$ cat src/rtl/uncache_pkg.sv
// Shared types for the uncached-access unit: FSM/kind encodings and write-entry sizing.
package uncache_pkg;

  typedef enum logic [1:0] {
    ST_IDLE = 2'b00,
    ST_REQ  = 2'b01,
    ST_WAIT = 2'b11,
    ST_DONE = 2'b10
  } state_e;

  typedef enum logic {
    KIND_READ  = 1'b0,
    KIND_WRITE = 1'b1
  } kind_e;

  // Packed write entry is {addr, wsel, wdata}; the struct itself lives where the widths are known.
  function automatic int wentry_w(input int addr_w, input int data_w);
    return addr_w + data_w / 8 + data_w;
  endfunction

endpackage

$ cat src/rtl/uncache_if.sv
// CPU-side and bridge-side bundles of the uncached-access unit.
interface uncache_cpu_if #(
  parameter int DATA_W = 32,
  parameter int ADDR_W = 32
);
  logic                  en;
  logic [DATA_W/8-1:0]   wen;
  logic [ADDR_W-1:0]     addr;
  logic [DATA_W-1:0]     wdata;
  logic [DATA_W-1:0]     rdata;
  logic                  stallreq;
  logic                  wbuf_empty;

  modport master (output en, wen, addr, wdata, input rdata, stallreq, wbuf_empty);
  modport slave  (input en, wen, addr, wdata, output rdata, stallreq, wbuf_empty);
endinterface

interface uncache_axi_if #(
  parameter int DATA_W = 32,
  parameter int ADDR_W = 32
);
  logic                  axi_en;
  logic                  accept;
  logic [DATA_W/8-1:0]   axi_wsel;
  logic [ADDR_W-1:0]     axi_addr;
  logic [DATA_W-1:0]     axi_wdata;
  logic [DATA_W-1:0]     axi_rdata;
  logic                  fin;

  modport master (output axi_en, axi_wsel, axi_addr, axi_wdata, input accept, axi_rdata, fin);
  modport slave  (input axi_en, axi_wsel, axi_addr, axi_wdata, output accept, axi_rdata, fin);
endinterface

$ cat src/rtl/uncache_wbuf.sv
// Posted-store FIFO: DEPTH entries, pointers carry one extra wrap bit to tell full from empty.
module uncache_wbuf #(
  parameter int DEPTH = 4,
  parameter int W     = 68
) (
  input  logic         clk,
  input  logic         rst,
  input  logic         push,
  input  logic         pop,
  input  logic [W-1:0] din,
  output logic [W-1:0] head,
  output logic         full,
  output logic         empty
);
  localparam int AW = $clog2(DEPTH);

  logic [W-1:0] mem [DEPTH];
  logic [AW:0]  wptr, rptr;

  always_ff @(posedge clk or negedge rst) begin
    if (!rst) begin
      wptr <= '0;
      rptr <= '0;
    end else begin
      if (push && !full)  wptr <= wptr + 1'b1;
      if (pop  && !empty) rptr <= rptr + 1'b1;
    end
  end

  always_ff @(posedge clk) begin
    if (push && !full) mem[wptr[AW-1:0]] <= din;
  end

  assign head  = mem[rptr[AW-1:0]];
  assign empty = (wptr == rptr);
  assign full  = (wptr[AW] != rptr[AW]) && (wptr[AW-1:0] == rptr[AW-1:0]);

endmodule

$ cat src/rtl/uncache_unit.sv
// Uncached load/store unit between the memory stage and the AXI bridge (en/accept/fin).
// UNCACHE_WBUF_EN: post stores into a write buffer; otherwise stores stall like loads.
module uncache_unit
  import uncache_pkg::*;
#(
  parameter int DATA_W     = 32,
  parameter int ADDR_W     = 32,
  parameter int WBUF_DEPTH = 4
) (
  input  logic          clk,
  input  logic          rst,
  uncache_cpu_if.slave  cpu,
  uncache_axi_if.master axi
);
  localparam int WSEL_W = DATA_W / 8;

  if (DATA_W % 8 != 0 || WBUF_DEPTH < 2 || (WBUF_DEPTH & (WBUF_DEPTH - 1)) != 0) begin : g_bad_param
    $error("uncache_unit: DATA_W must be a byte multiple, WBUF_DEPTH a power of two >= 2");
  end

  state_e              state, state_n;
  kind_e               kind, kind_n;
  logic                rd_done, rd_done_n;
  logic                axi_en_q, axi_en_n;
  logic [WSEL_W-1:0]   axi_wsel_q, axi_wsel_n;
  logic [ADDR_W-1:0]   axi_addr_q, axi_addr_n;
  logic [DATA_W-1:0]   axi_wdata_q, axi_wdata_n;
  logic [DATA_W-1:0]   rdata_q, rdata_n;
  logic                is_store;

  assign is_store = cpu.en & (|cpu.wen);

`ifdef UNCACHE_WBUF_EN
  typedef struct packed {
    logic [ADDR_W-1:0] addr;
    logic [WSEL_W-1:0] wsel;
    logic [DATA_W-1:0] wdata;
  } wentry_t;

  wentry_t push_ent, head_ent;
  logic    is_load, push, pop, full, empty;

  assign is_load  = cpu.en & ~(|cpu.wen);
  assign push_ent = '{addr: cpu.addr, wsel: cpu.wen, wdata: cpu.wdata};
  // full is the registered occupancy, so a same-cycle pop never makes room for this push
  assign push     = is_store & ~full;

  uncache_wbuf #(
    .DEPTH (WBUF_DEPTH),
    .W     (wentry_w(ADDR_W, DATA_W))
  ) u_wbuf (
    .clk   (clk),
    .rst   (rst),
    .push  (push),
    .pop   (pop),
    .din   (push_ent),
    .head  (head_ent),
    .full  (full),
    .empty (empty)
  );

  assign cpu.stallreq   = (is_load & ~rd_done) | (is_store & full);
  assign cpu.wbuf_empty = empty & (state == ST_IDLE);
`else
  assign cpu.stallreq   = cpu.en & ~rd_done;
  assign cpu.wbuf_empty = (state == ST_IDLE);
`endif

  always_comb begin
    state_n     = state;
    kind_n      = kind;
    rd_done_n   = rd_done;
    axi_en_n    = axi_en_q;
    axi_wsel_n  = axi_wsel_q;
    axi_addr_n  = axi_addr_q;
    axi_wdata_n = axi_wdata_q;
    rdata_n     = rdata_q;
`ifdef UNCACHE_WBUF_EN
    pop         = 1'b0;
`endif
    case (state)
      ST_IDLE: begin
`ifdef UNCACHE_WBUF_EN
        // Drain first: a load only issues once every earlier store has left the buffer.
        if (!empty) begin
          pop         = 1'b1;
          axi_en_n    = 1'b1;
          axi_addr_n  = head_ent.addr;
          axi_wsel_n  = head_ent.wsel;
          axi_wdata_n = head_ent.wdata;
          kind_n      = KIND_WRITE;
          state_n     = ST_REQ;
        end else if (is_load && !rd_done) begin
          axi_en_n    = 1'b1;
          axi_addr_n  = cpu.addr;
          axi_wsel_n  = '0;
          axi_wdata_n = '0;
          kind_n      = KIND_READ;
          state_n     = ST_REQ;
        end
`else
        if (cpu.en && !rd_done) begin
          axi_en_n    = 1'b1;
          axi_addr_n  = cpu.addr;
          axi_wsel_n  = cpu.wen;
          axi_wdata_n = cpu.wdata;
          kind_n      = is_store ? KIND_WRITE : KIND_READ;
          state_n     = ST_REQ;
        end
`endif
      end
      ST_REQ: begin
        if (axi.accept) begin
          axi_en_n    = 1'b0;
          axi_addr_n  = '0;
          axi_wsel_n  = '0;
          axi_wdata_n = '0;
          state_n     = ST_WAIT;
        end
      end
      ST_WAIT: begin
        if (axi.fin) begin
`ifdef UNCACHE_WBUF_EN
          if (kind == KIND_WRITE) begin
            state_n = ST_IDLE;
          end else begin
            rdata_n   = axi.axi_rdata;
            rd_done_n = 1'b1;
            state_n   = ST_DONE;
          end
`else
          // Unbuffered stores also pass through DONE so the stall drops for one cycle.
          if (kind == KIND_READ) rdata_n = axi.axi_rdata;
          rd_done_n = 1'b1;
          state_n   = ST_DONE;
`endif
        end
      end
      ST_DONE: begin
        rd_done_n = 1'b0;
        state_n   = ST_IDLE;
      end
      default: state_n = ST_IDLE;
    endcase
  end

  always_ff @(posedge clk or negedge rst) begin
    if (!rst) begin
      state       <= ST_IDLE;
      kind        <= KIND_READ;
      rd_done     <= 1'b0;
      axi_en_q    <= 1'b0;
      axi_wsel_q  <= '0;
      axi_addr_q  <= '0;
      axi_wdata_q <= '0;
      rdata_q     <= '0;
    end else begin
      state       <= state_n;
      kind        <= kind_n;
      rd_done     <= rd_done_n;
      axi_en_q    <= axi_en_n;
      axi_wsel_q  <= axi_wsel_n;
      axi_addr_q  <= axi_addr_n;
      axi_wdata_q <= axi_wdata_n;
      rdata_q     <= rdata_n;
    end
  end

  assign axi.axi_en    = axi_en_q;
  assign axi.axi_wsel  = axi_wsel_q;
  assign axi.axi_addr  = axi_addr_q;
  assign axi.axi_wdata = axi_wdata_q;
  assign cpu.rdata     = rdata_q;

endmodule

$ cat src/flat_wrapper.sv
// flat-port wrapper written by rule: the top's interface ports become plain ports
module uncache_unit_flat import uncache_pkg::*;
#(
  parameter int DATA_W     = 32,
  parameter int ADDR_W     = 32,
  parameter int WBUF_DEPTH = 4
)
  (clk, rst, cpu_en, cpu_wen, cpu_addr, cpu_wdata, cpu_rdata, cpu_stallreq, cpu_wbuf_empty, axi_axi_en, axi_axi_wsel, axi_axi_addr, axi_axi_wdata, axi_accept, axi_axi_rdata, axi_fin);
  uncache_cpu_if #(.DATA_W(DATA_W), .ADDR_W(ADDR_W)) cpu_i ();
  uncache_axi_if #(.DATA_W(DATA_W), .ADDR_W(ADDR_W)) axi_i ();
  input  logic clk;
  input  logic rst;
  input wire logic [$bits(cpu_i.en)-1:0] cpu_en;
  input wire logic [$bits(cpu_i.wen)-1:0] cpu_wen;
  input wire logic [$bits(cpu_i.addr)-1:0] cpu_addr;
  input wire logic [$bits(cpu_i.wdata)-1:0] cpu_wdata;
  output wire logic [$bits(cpu_i.rdata)-1:0] cpu_rdata;
  output wire logic [$bits(cpu_i.stallreq)-1:0] cpu_stallreq;
  output wire logic [$bits(cpu_i.wbuf_empty)-1:0] cpu_wbuf_empty;
  output wire logic [$bits(axi_i.axi_en)-1:0] axi_axi_en;
  output wire logic [$bits(axi_i.axi_wsel)-1:0] axi_axi_wsel;
  output wire logic [$bits(axi_i.axi_addr)-1:0] axi_axi_addr;
  output wire logic [$bits(axi_i.axi_wdata)-1:0] axi_axi_wdata;
  input wire logic [$bits(axi_i.accept)-1:0] axi_accept;
  input wire logic [$bits(axi_i.axi_rdata)-1:0] axi_axi_rdata;
  input wire logic [$bits(axi_i.fin)-1:0] axi_fin;
  assign cpu_i.en = cpu_en;
  assign cpu_i.wen = cpu_wen;
  assign cpu_i.addr = cpu_addr;
  assign cpu_i.wdata = cpu_wdata;
  assign cpu_rdata = cpu_i.rdata;
  assign cpu_stallreq = cpu_i.stallreq;
  assign cpu_wbuf_empty = cpu_i.wbuf_empty;
  assign axi_axi_en = axi_i.axi_en;
  assign axi_axi_wsel = axi_i.axi_wsel;
  assign axi_axi_addr = axi_i.axi_addr;
  assign axi_axi_wdata = axi_i.axi_wdata;
  assign axi_i.accept = axi_accept;
  assign axi_i.axi_rdata = axi_axi_rdata;
  assign axi_i.fin = axi_fin;
  uncache_unit #(.DATA_W(DATA_W), .ADDR_W(ADDR_W), .WBUF_DEPTH(WBUF_DEPTH)) u_core (.clk(clk), .rst(rst), .cpu(cpu_i), .axi(axi_i));
endmodule
$ cat config.mk
export PLATFORM = sky130hd
export DESIGN_NAME = uncache_unit_flat
export DESIGN_NICKNAME = d
export VERILOG_FILES = /design/src/rtl/uncache_pkg.sv /design/src/rtl/uncache_if.sv /design/src/rtl/uncache_wbuf.sv /design/src/rtl/uncache_unit.sv /design/src/flat_wrapper.sv
export SDC_FILE = /design/constraint.sdc
export NUM_CORES = 1
export LEC_CHECK = 0
export BUFFER_PORTS_ARGS = -buffer_cell sky130_fd_sc_hd__buf_2
export CORE_AREA = 2 2 93 95
export CTS_CLUSTER_DIAMETER = 50
export CTS_CLUSTER_SIZE = 25
export DETAILED_ROUTE_END_ITERATION = 10
export DIE_AREA = 0 0 95 97
export PLACE_DENSITY = 0.87
export SLEW_MARGIN = 20
export SYNTH_ARGS = -nofsm -noshare
export SYNTH_HDL_FRONTEND = slang
export SYNTH_SLANG_ARGS = --single-unit
$ cat constraint.sdc
create_clock -name clk -period 2.85 [get_ports clk]
set_input_delay 0.57 -clock clk [delete_from_list [all_inputs] [get_ports clk]]
set_output_delay 0.57 -clock clk [all_outputs]
set_load 0.01 [all_outputs]
After elaboration in Yosys (flattened, before gate mapping)
Cells that the tools add are included.
{ "op_classes": {"n_addsub": 0, "mul": 0, "n_div": 0, "order_cmp": 0, "eq_ne": 6, "shift": 0, "mux": 18, "bitwise": 4, "reduce_logical": 11} }
{ "op_table": {"columns": ["operator", "count"], "rows": [
  ["one-hot mux 32 bit (2 select lines)", 2],
  ["two-way mux 32 bit", 3],
  ["AND reduction 3 bit", 3],
  ["two-way mux 4 bit", 2],
  ["one-hot mux 2 bit (4 select lines)", 1],
  ["one-hot mux 4 bit (2 select lines)", 1],
  ["two-way mux 2 bit", 3],
  ["equality test 2 bit (second input constant)", 2],
  ["two-way mux 1 bit", 4],
  ["!= test 2 bit (second input constant)", 2],
  ["one-hot mux 1 bit (2 select lines)", 2],
  ["AND reduction 2 bit", 2],
  ["nonzero test 2 bit", 2],
  ["OR reduction 4 bit", 1],
  ["AND 1 bit", 2],
  ["equality test 2 x 1 -> 1 bit (second input constant)", 1],
  ["logical NOT 2 bit", 1],
  ["!= test 2 x 1 -> 1 bit (second input constant)", 1],
  ["inverter 1 bit", 2],
  ["logical AND 1 bit", 1],
  ["logical NOT 1 bit", 1]
]} }
{ "totals": {"reg_bits": 105, "latchBits": 0, "mem_bits_rw": 0, "rom_bits": 0, "in_bits": 105, "out_inout_bits": 103, "wordCells": 47, "memories": 0} }

Longest topological paths before layout
Gate-level depths: netlist (run 1).
{ "logic_depth": {"ltp_word": 4, "mapped_depth": 6, "mapped_depth_nobuf": 3} }

Worst setup path after synthesis (run 1)
No wires, ideal clock.
{ "synth_timing": {"path_type": "register to register", "start": "reg u_core.state[1]", "end": "reg u_core.axi_wdata_q[10], in the netlist u_core.axi.axi_wdata[10]", "setup_ps": 121, "arrival_time_ps": 1529, "required_time_ps": 2729, "setup_slack_ps": 1200, "path_stages_with_launch": 7, "synth_period_minus_slack_ps": 1650, "cell_sequence": "dfrtp_1 > buf_2 > nor4b_4 > a31oi_1 > buf_2 > buf_2 > a22o_1"} }
{ "synth_via": {"elab_chain_len": 3} }
{ "synth_lines": {"columns": ["element", "line", "rtl"], "rows": [
  ["start, declared", "uncache_unit.sv:21", "state_e state, state_n;"],
  ["start signal, assigned", "uncache_unit.sv:158", "state <= state_n;"],
  ["equality test 2 x 1 -> 1 bit / logical NOT 2 bit (equally long branches)", "uncache_unit.sv:81", "case (state)"],
  ["!= test 2 bit (no source line) (tied with other cells)", null, null],
  ["AND reduction 3 bit (no source line)", null, null],
  ["end signal, assigned", "uncache_unit.sv:164", "axi_wdata_q <= axi_wdata_n;"],
  ["end, declared", "uncache_unit.sv:27", "logic [DATA_W-1:0] axi_wdata_q, axi_wdata_n;"]
]} }
Several ways; a longest one is shown, not always the timed one.
A chain may end at the register's enable or synchronous reset.

Worst setup path in the final report (run 1)
{ "layout_timing": {"start": "reg u_core.state[0]", "end": "reg u_core.axi_wdata_q[18], in the netlist u_core.axi.axi_wdata[18]"} }
The elaborated chain is that of the path after synthesis.

==> run_results.csv, run 1 <==
group,metric,value,unit
synth,synth_fa_ha_area_share,0,%
synth,yosysTopAreaCell,"dfrtp_1",
clocking,cts_tree,"done",
clocking,worstSkewPairLatency,0.37,ns
floorplan,die_w,95,µm
synth,synthSimpleGateAreaFrac,1.39,%
clocking,ctsResizeCount,0,
sta,fin_tns_setup,0,ns
floorplan,initial_core_util,46.4,%
setup_path,reg2reg_depth,3,
drt,vias_per_cell,5.13,
grt,antenna_found_initial,1,
setup_path,cp-end-kind,"register",
sta,timing.slew.headroom,52.6,%
clocking,clock_path_buffers,2,
clocking,cts.sinks,105,
pwr,power_leakage,2.87,nW
grt,grt.overflow.total,0,
sta,grt_setup_unrepaired,"no",
sta,finalHoldViolCount,0,
grt,grt_first_pass_wirelength,14400,µm
final_layout,syn2layout_area_growth,36.1,%
drt,wl,9070,µm
sta,fmax,531,MHz
synth,syn_inst,243,
setup_path,slowest_delay,0.62,ns
setup_path,path_class,"reg -> reg",
floorplan,coreArea,8130,µm²
clocking,ctsHoldBuffers,0,
floorplan,die_h,97,µm
drt,first_iter_violations,100,
synth,yosys_warnings,0,
setup_path,path_cells,"nor4b_4, buf_4, a22o_1",
flow_run,drv_cap,0,
sta,slew_violations,0,
floorplan,dieArea,9220,µm²
clocking,cts.clk_slew.worst_paths,0.12,ns
placed_design,place.gp.congestion,0.809,
sta,clock_skew,0.0184,ns
synth,syn_area,3780,µm²
setup_path,rrSetupSlack,0.97,ns
final_layout,final_cells,558,
drt,drcViolationCount,0,
synth,yosys.area_share.xor_xnor,0,%
drt,dr_total_vias,2863,
sta,tightest_slew,0.711,ns
synth,synth_compound_area_share,17.1,%
drt,ant_nets,0,
synth,synthTopCellsByArea,"dfrtp_1 (70%), a22o_1 (16%), mux2_2 (9.5%)",
placed_design,hpwlAfterDp,6680,µm
synth,syn_nets,348,
synth,syn_avg_cell_area,15.5,µm²
setup_path,arrival,2.17,ns
status,status,"finished clean",
synth,ys_seq_area_share,69.6,%
sta,finalCriticalPeriod,1.88,ns
floorplan,ios,208,
placed_design,dp_cells,541,
setup_path,r2r_end,"u_core.axi.axi_wdata[18]$_DFFE_PN0P_",
clocking,h-tree-depth,3,
setup_path,cp_slowest_cell,"buf_4",
sta,setup_violations,0,
final_layout,nets,552,
setup_path,critPathBufInv,1,
pwr,power_density,1120,nW/µm²
setup_path,cp-startpoint,"u_core.state[0]$_DFFE_PN0P_",
setup_path,crit_required,3.14,ns
drt,drtPass1Iterations,4,
setup_path,crit_path_end,"u_core.axi.axi_wdata[18]$_DFFE_PN0P_",
clocking,cts_buffers,9,
setup_path,crit_family,"buffers and inverters",
clocking,post-cts-setup-buffers,0,
synth,ys_ff_latch,105,
setup_path,path_max_fanout,70,
grt,grt_max_degree,71,
drt,detail_route.wl_per_cell,16.3,µm
grt,grt_util_all_layers,20.2,%
setup_path,r2r_start,"u_core.state[0]$_DFFE_PN0P_",
floorplan,rows,33,
synth,synth_top_family_by_area,"compound AO/OA/AOI/OAI gates",
sta,period_share,66.1,%
setup_path,critPathLaunchType,"register",
synth,synth_cell_types,14,
synth,synthMuxAreaShare,9.54,%
clocking,root_buffer,"clkbuf_8",
synth,yosysTopAreaCellShare,69.6,%
final_layout,drive_gt1_share,58.0,%
grt,grt_pass1_vias,2940,
placed_design,port_buffers,207,
pwr,ir_drop,0.000571,V
setup_path,crit_cells,3,
worst_hold_path,worst_hold_path_type,"in -> async",
worst register-to-register path: stages (launching register included):
cell     delay [ns]
dfrtp_1        0.50
nor4b_4        0.39
buf_4          0.62
a22o_1         0.31
cell usage after synthesis (all sizes together):
master  count
dfrtp     105
a22o       68
mux2       32
clkbuf     14
a21oi       5
buf         5
o21ai       4
inv         3
nor2        2
a31oi       1
nand4b      1
nor2b       1
nor4        1
nor4b       1
layout make-up:
type	count	area, µm²
Fill cell	634	2990
Sequential cell	105	2630
Timing Repair Buffer	212	1100
Multi-Input combinational cell	116	1070
Tap cell	105	131
Clock buffer	9	124
Clock inverter	7	67.6
Inverter	3	11.3
Antenna cell	1	2.50
kinds of logic after synthesis:
family          Yosys count
flops                   105
simple gates              6
buf+inv                  22
compound gates           78
mux                      32
cell usage in the layout (no fill, tap or decap), drive strengths merged, types with 2 or more instances in the layout:
cell type / Yosys / final
a21oi: 5 / 5
a22o: 68 / 68
buf: 5 / 212
clkbuf: 14 / 9
dfrtp: 105 / 105
inv: 3 / 8
mux2: 32 / 32
nor2: 2 / 2
o21ai: 4 / 4
report_power, final:
group | switching [mW] | leakage, nW | internal [mW]
Clock | 0.546 | 0.0962 | 0.344
Combinational | 1.12 | 1.41 | 1.12
Sequential | 0.426 | 1.37 | 2.21
through the flow:
stage	setup slack, ns	cell area (µm²)	hold WS, ns	util [%]	power [mW]
global placement	1.01	4950	0.477	60.8	4.83
floorplan	1.20	3780	0.274	-	3.85
finish	0.967	5140	0.145	63.2	5.78
detailed placement	0.915	4950	0.477	60.8	4.94
global route	0.823	5140	0.149	63.2	6.17
CTS	0.987	5140	0.151	63.2	5.84
state kept, by name (all words and copies together) (netlist names):
signal	count
u_core.axi.axi_addr	32
u_core.axi.axi_wdata	32
u_core.cpu.rdata	32
u_core.axi.axi_wsel	4
u_core.state	2
u_core.axi.axi_en	1
u_core.kind	1
u_core.rd_done	1
worst min path at each step:
stage,from,end,slack [ns]
final,rst,u_core.axi.axi_addr[18]$_DFFE_PN0P_,0.15
after global routing,rst,u_core.axi.axi_addr[18]$_DFFE_PN0P_,0.15
after CTS,rst,u_core.axi.axi_addr[18]$_DFFE_PN0P_,0.15
after detailed placement,u_core.axi.axi_wdata[8]$_DFFE_PN0P_,u_core.axi.axi_wdata[8]$_DFFE_PN0P_,0.48
after global placement,u_core.axi.axi_wsel[2]$_DFFE_PN0P_,u_core.axi.axi_wsel[2]$_DFFE_PN0P_,0.48
after floorplan,rst,u_core.axi.axi_addr[0]$_DFFE_PN0P_,0.27
layer usage:
layer | track usage [%] | wire length, µm | up-vias
li1 | - | - | 1315
met1 | 26.2 | 3700 | 1409
met2 | 33.4 | 4540 | 124
met3 | 5.45 | 663 | 15
met4 | 5.46 | 172 | 0
met5 | 0 | 0 | -
(Power assumes the default switching activity.)
==> run 2, diff against run 1 <==
--- a/config.mk
+++ b/config.mk
@@ -6,12 +6,12 @@
 export NUM_CORES = 1
 export LEC_CHECK = 0
 export BUFFER_PORTS_ARGS = -buffer_cell sky130_fd_sc_hd__buf_2
-export CORE_AREA = 2 2 93 95
+export CORE_AREA = 2 2 96 98
 export CTS_CLUSTER_DIAMETER = 50
 export CTS_CLUSTER_SIZE = 25
 export DETAILED_ROUTE_END_ITERATION = 10
-export DIE_AREA = 0 0 95 97
-export PLACE_DENSITY = 0.87
+export DIE_AREA = 0 0 98 100
+export PLACE_DENSITY = 0.82
 export SLEW_MARGIN = 20
 export SYNTH_ARGS = -nofsm -noshare
 export SYNTH_HDL_FRONTEND = slang
==> constraint.sdc (replaced) <==
create_clock -name clk -period 1.8 [get_ports clk]
set_input_delay 0.36 -clock clk [delete_from_list [all_inputs] [get_ports clk]]
set_output_delay 0.36 -clock clk [all_outputs]
set_load 0.01 [all_outputs]
==> run 2 against run 1 <==
Compared with the run above:
- critical path depth rose by 1
- routed wire length fell by 0.71%
- worst setup slack got worse by 0.79 ns
- highest routed layer unchanged
- fmax rose by 16%
- non-clock buffer count did not move
- combinational power rose by 58%
- via count barely moved
- die area rose by 6.3%
==> run_results.csv, run 2 (synthesized netlist as in run 1, its figures left out) <==
group,metric,value,unit
setup_path,crit_cells,4,
sta,finalCriticalPeriod,1.62,ns
clocking,ctsResizeCount,0,
floorplan,ios,208,
grt,antenna_found_initial,0,
sta,timing.slew.headroom,63.9,%
setup_path,crit_family,"flip-flops",
drt,drcViolationCount,0,
clocking,ctsHoldBuffers,0,
drt,detail_route.wl_per_cell,16.0,µm
clocking,cts_buffers,9,
grt,grt_pass1_vias,2938,
grt,grt_max_degree,106,
sta,slew_violations,0,
placed_design,place.gp.congestion,0.740,
clocking,worstSkewPairLatency,0.36,ns
clocking,cts.sinks,105,
placed_design,hpwlAfterDp,6430,µm
sta,period_share,90.1,%
floorplan,dieArea,9800,µm²
sta,grt_setup_unrepaired,"no",
pwr,ir_drop,0.000741,V
setup_path,arrival,1.85,ns
setup_path,path_cells,"nor4b_4, a31oi_4, buf_12, a22o_1",
sta,tightest_slew,0.541,ns
placed_design,port_buffers,207,
pwr,power_leakage,2.89,nW
floorplan,die_h,100,µm
flow_run,drv_cap,0,
final_layout,mostFrequentLayoutCells,"buf_2 (206), dfrtp_1 (105), a22o_1 (68), mux2_2 (32), clkbuf_8 (9)",
sta,setup_violations,0,
final_layout,final_common_cell,"buf_2",
setup_path,critPathBufInv,1,
clocking,cts.clk_slew.worst_paths,0.10,ns
clocking,post-cts-setup-buffers,0,
sta,hold_slack,0.0663,ns
grt,grt_util_all_layers,18.0,%
drt,vias_per_cell,5.09,
setup_path,cp-end-kind,"register",
final_layout,syn2layout_area_growth,37.1,%
floorplan,rows,35,
status,status,"finished clean",
drt,ant_nets,0,
drt,dr_total_vias,2864,
setup_path,reg2reg_depth,4,
final_layout,nets,552,
floorplan,coreArea,8890,µm²
drt,drtPass1Iterations,4,
final_layout,diodes,0,
pwr,power_density,1780,nW/µm²
clocking,clock_path_buffers,2,
clocking,cts_tree,"done",
grt,grt.overflow.total,0,
sta,clock_skew,0.0222,ns
setup_path,cp_slowest_cell,"dfrtp_1",
final_layout,fillers,754,
sta,fin_tns_setup,0,ns
setup_path,critPathLaunchType,"register",
grt,grt_first_pass_wirelength,14100,µm
setup_path,slowest_delay,0.49,ns
drt,first_iter_violations,113,
floorplan,die_w,98,µm
sta,fmax,616,MHz
final_layout,drive_gt1_share,57.7,%
setup_path,path_max_fanout,68,
setup_path,path_class,"reg -> reg",
sta,finalHoldViolCount,0,
clocking,h-tree-depth,3,
drt,wl,9010,µm
floorplan,initial_core_util,42.5,%
worst_hold_path,worst_hold_path_type,"in -> async",
pwr,power.total,9.22,mW
setup_path,crit_required,2.03,ns
clocking,root_buffer,"clkbuf_8",
run 2: worst reg2reg max path, delay by kind of cell, from the launching register on:
family | cells | cell delay [ns]
flip-flops | 1 | 0.49
AND/OR/NAND/NOR | 1 | 0.47
AO/OA/AOI/OAI | 2 | 0.34
buffers and inverters | 1 | 0.21
run 2: path summary, 6_finish.rpt:
kind / end / from / slack, ns
worst max-delay path: u_core.axi.axi_wdata[22]$_DFFE_PN0P_ / u_core.state[0]$_DFFE_PN0P_ / 0.18
worst min-delay path: u_core.cpu.rdata[22]$_DFFE_PN0P_ / rst / 0.07
worst max register to register: u_core.axi.axi_wdata[22]$_DFFE_PN0P_ / u_core.state[0]$_DFFE_PN0P_ / 0.18
worst min register to register: u_core.axi.axi_addr[0]$_DFFE_PN0P_ / u_core.axi.axi_addr[0]$_DFFE_PN0P_ / 0.50
max in group asynchronous: u_core.axi.axi_wdata[30]$_DFFE_PN0P_ / rst / 1.32
min in group clk: u_core.axi.axi_addr[24]$_DFFE_PN0P_ / cpu_addr[24] / 0.21
run 2: where the power goes:
part	internal [mW]	leakage, nW	switching (mW)
logic	1.79	1.42	1.76
clock network	0.663	0.102	0.813
registers	3.51	1.37	0.679
run 2: area by class of cell:
class	count	area [µm²]	area share (%)
multi-input combinational	116	1070	20.8
clock inverter	6	70.1	1.35
sequential	105	2630	50.8
inverter	3	11.3	0.218
tap	111	139	2.68
clock buffer	10	128	2.47
timing repair buffer	212	1130	21.8
run 2: through the flow:
stage	worst slack [ns]	util, %	instances	instance area, µm²
after floorplan	0.150	-	243	3780
after global placement	0.292	56.0	547	4980
after detailed placement	0.204	56.0	547	4980
after CTS	0.211	58.2	563	5180
after global routing	0.0962	58.2	563	5180
final	0.178	58.2	563	5180
run 2: per-layer routing:
layer  part of all wire (%)  GRT usage (%)  routed length, µm  up-vias
met5                      0              0                  0        -
met1                     43           23.5               3840     1405
met4                    1.2           6.94                107        0
met2                     49           29.9               4420      131
li1                       -              -                  -     1317
met3                    7.0           3.90                635       11
==> run 3, diff against run 2 <==
--- a/config.mk
+++ b/config.mk
@@ -11,6 +11,7 @@
 export CTS_CLUSTER_SIZE = 25
 export DETAILED_ROUTE_END_ITERATION = 10
 export DIE_AREA = 0 0 98 100
+export HOLD_SLACK_MARGIN = 0.15
 export PLACE_DENSITY = 0.82
 export SLEW_MARGIN = 20
 export SYNTH_ARGS = -nofsm -noshare
==> run 3 against run 2 <==
Compared with the run above:
- first-iteration DRC count is 11% lower
- non-clock buffer count increased by 1
- hold slack better by 0.14 ns
- clock power about the same
- final cell count up 0.18%
- die area unchanged
- critical endpoint unchanged
==> run_results.csv, run 3 (synthesized netlist as in run 1, its figures left out) <==
group,metric,value,unit
status,status,"finished clean",
sta,fin_tns_setup,0,ns
pwr,power_density,1780,nW/µm²
clocking,post-cts-setup-buffers,0,
flow_run,drv_cap,0,
grt,grt_max_degree,106,
drt,vias_per_cell,5.05,
setup_path,slowest_delay,0.50,ns
drt,dr_total_vias,2851,
final_layout,drive_gt1_share,57.6,%
setup_path,path_max_fanout,68,
sta,hold_slack,0.211,ns
setup_path,cp-end-kind,"register",
floorplan,dieArea,9800,µm²
placed_design,port_buffers,207,
sta,finalHoldViolCount,0,
setup_path,r2r_start,"u_core.state[0]$_DFFE_PN0P_",
floorplan,initial_core_util,42.5,%
clocking,h-tree-depth,3,
sta,fmax,616,MHz
floorplan,coreArea,8890,µm²
floorplan,ios,208,
setup_path,path_cells,"nor4b_4, a31oi_4, buf_12, a22o_1",
floorplan,rows,35,
placed_design,hpwlAfterDp,6430,µm
clocking,cts_tree,"done",
drt,drcViolationCount,0,
drt,wl,9010,µm
pwr,power_leakage,2.89,nW
drt,ant_nets,0,
sta,setup_violations,0,
setup_path,cp-startpoint,"u_core.state[0]$_DFFE_PN0P_",
pwr,ir_drop,0.000741,V
sta,tightest_slew,0.533,ns
final_layout,syn2layout_area_growth,37.3,%
drt,detail_route.wl_per_cell,16.0,µm
sta,grt_setup_unrepaired,"no",
floorplan,die_w,98,µm
setup_path,crit_required,2.03,ns
final_layout,final_common_cell,"buf_2",
sta,period_share,90.3,%
grt,antenna_found_initial,0,
sta,clock_skew,0.0229,ns
final_layout,mostFrequentLayoutCells,"buf_2 (206), dfrtp_1 (105), a22o_1 (68), mux2_2 (32), clkbuf_8 (9)",
grt,grt.overflow.total,0,
final_layout,nets,553,
drt,first_iter_violations,101,
clocking,clock_path_buffers,2,
setup_path,cp_slowest_cell,"dfrtp_1",
setup_path,path_class,"reg -> reg",
grt,grt_pass1_vias,2943,
sta,timing.slew.headroom,64.5,%
setup_path,critPathLaunchType,"register",
clocking,cts_buffers,9,
setup_path,arrival,1.86,ns
final_layout,diodes,0,
worst_hold_path,worst_hold_path_type,"in -> reg",
drt,drtPass1Iterations,4,
clocking,cts.clk_slew.worst_paths,0.11,ns
grt,grt_util_all_layers,18.1,%
clocking,worstSkewPairLatency,0.36,ns
worst_hold_path,hp-start,"cpu_addr[24]",
sta,slew_violations,0,
sta,finalCriticalPeriod,1.62,ns
clocking,ctsResizeCount,0,
clocking,root_buffer,"clkbuf_8",
floorplan,die_h,100,µm
setup_path,rrSetupSlack,0.18,ns
grt,grt_first_pass_wirelength,14200,µm
clocking,cts.sinks,105,
placed_design,place.gp.congestion,0.740,
## run 3: changes by cell type in the layout (fill, tap and decap cells not counted), sizes merged
cell         change
dlygate4sd3      +1
## run 3: power breakdown
| group | internal, mW | total [mW] | switching (mW) |
|---|---|---|---|
| logic | 1.79 | 3.55 | 1.76 |
| clock network | 0.663 | 1.48 | 0.812 |
| registers | 3.51 | 4.19 | 0.680 |
## run 3: layout make-up
cell class	count	area (µm²)
repair buffers	213	1140
multi-input cells	116	1070
inverters	3	11.3
clock inverters	6	70.1
well taps	111	139
fillers	751	3700
flip-flops and latches	105	2630
clock buffers	10	128
## run 3: path summary, 6_finish.rpt
check	end	depth (start not counted)
worst max-delay path	u_core.axi.axi_wdata[22]$_DFFE_PN0P_	4
worst min-delay path	u_core.axi.axi_addr[24]$_DFFE_PN0P_	2
worst max register to register	u_core.axi.axi_wdata[22]$_DFFE_PN0P_	4
worst min register to register	u_core.axi.axi_addr[0]$_DFFE_PN0P_	1
max in group asynchronous	u_core.axi.axi_wdata[29]$_DFFE_PN0P_	3
min in group asynchronous	u_core.cpu.rdata[22]$_DFFE_PN0P_	3
## run 3: what timing repair did
action	CTS	global route
hold buffers	1	0
setup endpoints to repair	0	0
endpoints found under the hold margin	105	0
## run 3: layer usage
metal	share of wire [%]	GRT usage (%)	wire, µm	up-vias
li1	-	-	-	1321
met1	43	23.5	3870	1394
met2	49	29.9	4380	123
met3	7.0	3.90	629	13
met4	1.4	6.94	125	0
met5	0	0	0	-
## run 3: per-stage QoR
| step | setup WS, ns | utilization [%] | power [mW] | std cells | instance area [µm²] |
|---|---|---|---|---|---|
| after floorplan | 0.150 | - | 6.09 | 243 | 3780 |
| after global placement | 0.292 | 56.0 | 7.66 | 547 | 4980 |
| after detailed placement | 0.204 | 56.0 | 7.81 | 547 | 4980 |
| after CTS | 0.211 | 58.3 | 9.32 | 564 | 5190 |
| after global routing | 0.0962 | 58.3 | 9.80 | 564 | 5190 |
| final | 0.175 | 58.3 | 9.22 | 564 | 5190 |
## run 3: critical path, delay by kind of cell, from the launching register on
family	cells	cell delay (ns)
buffers and inverters	1	0.21
DFF	1	0.50
and+or+nand+nor	1	0.47
AOI/OAI and AO/OA	2	0.29
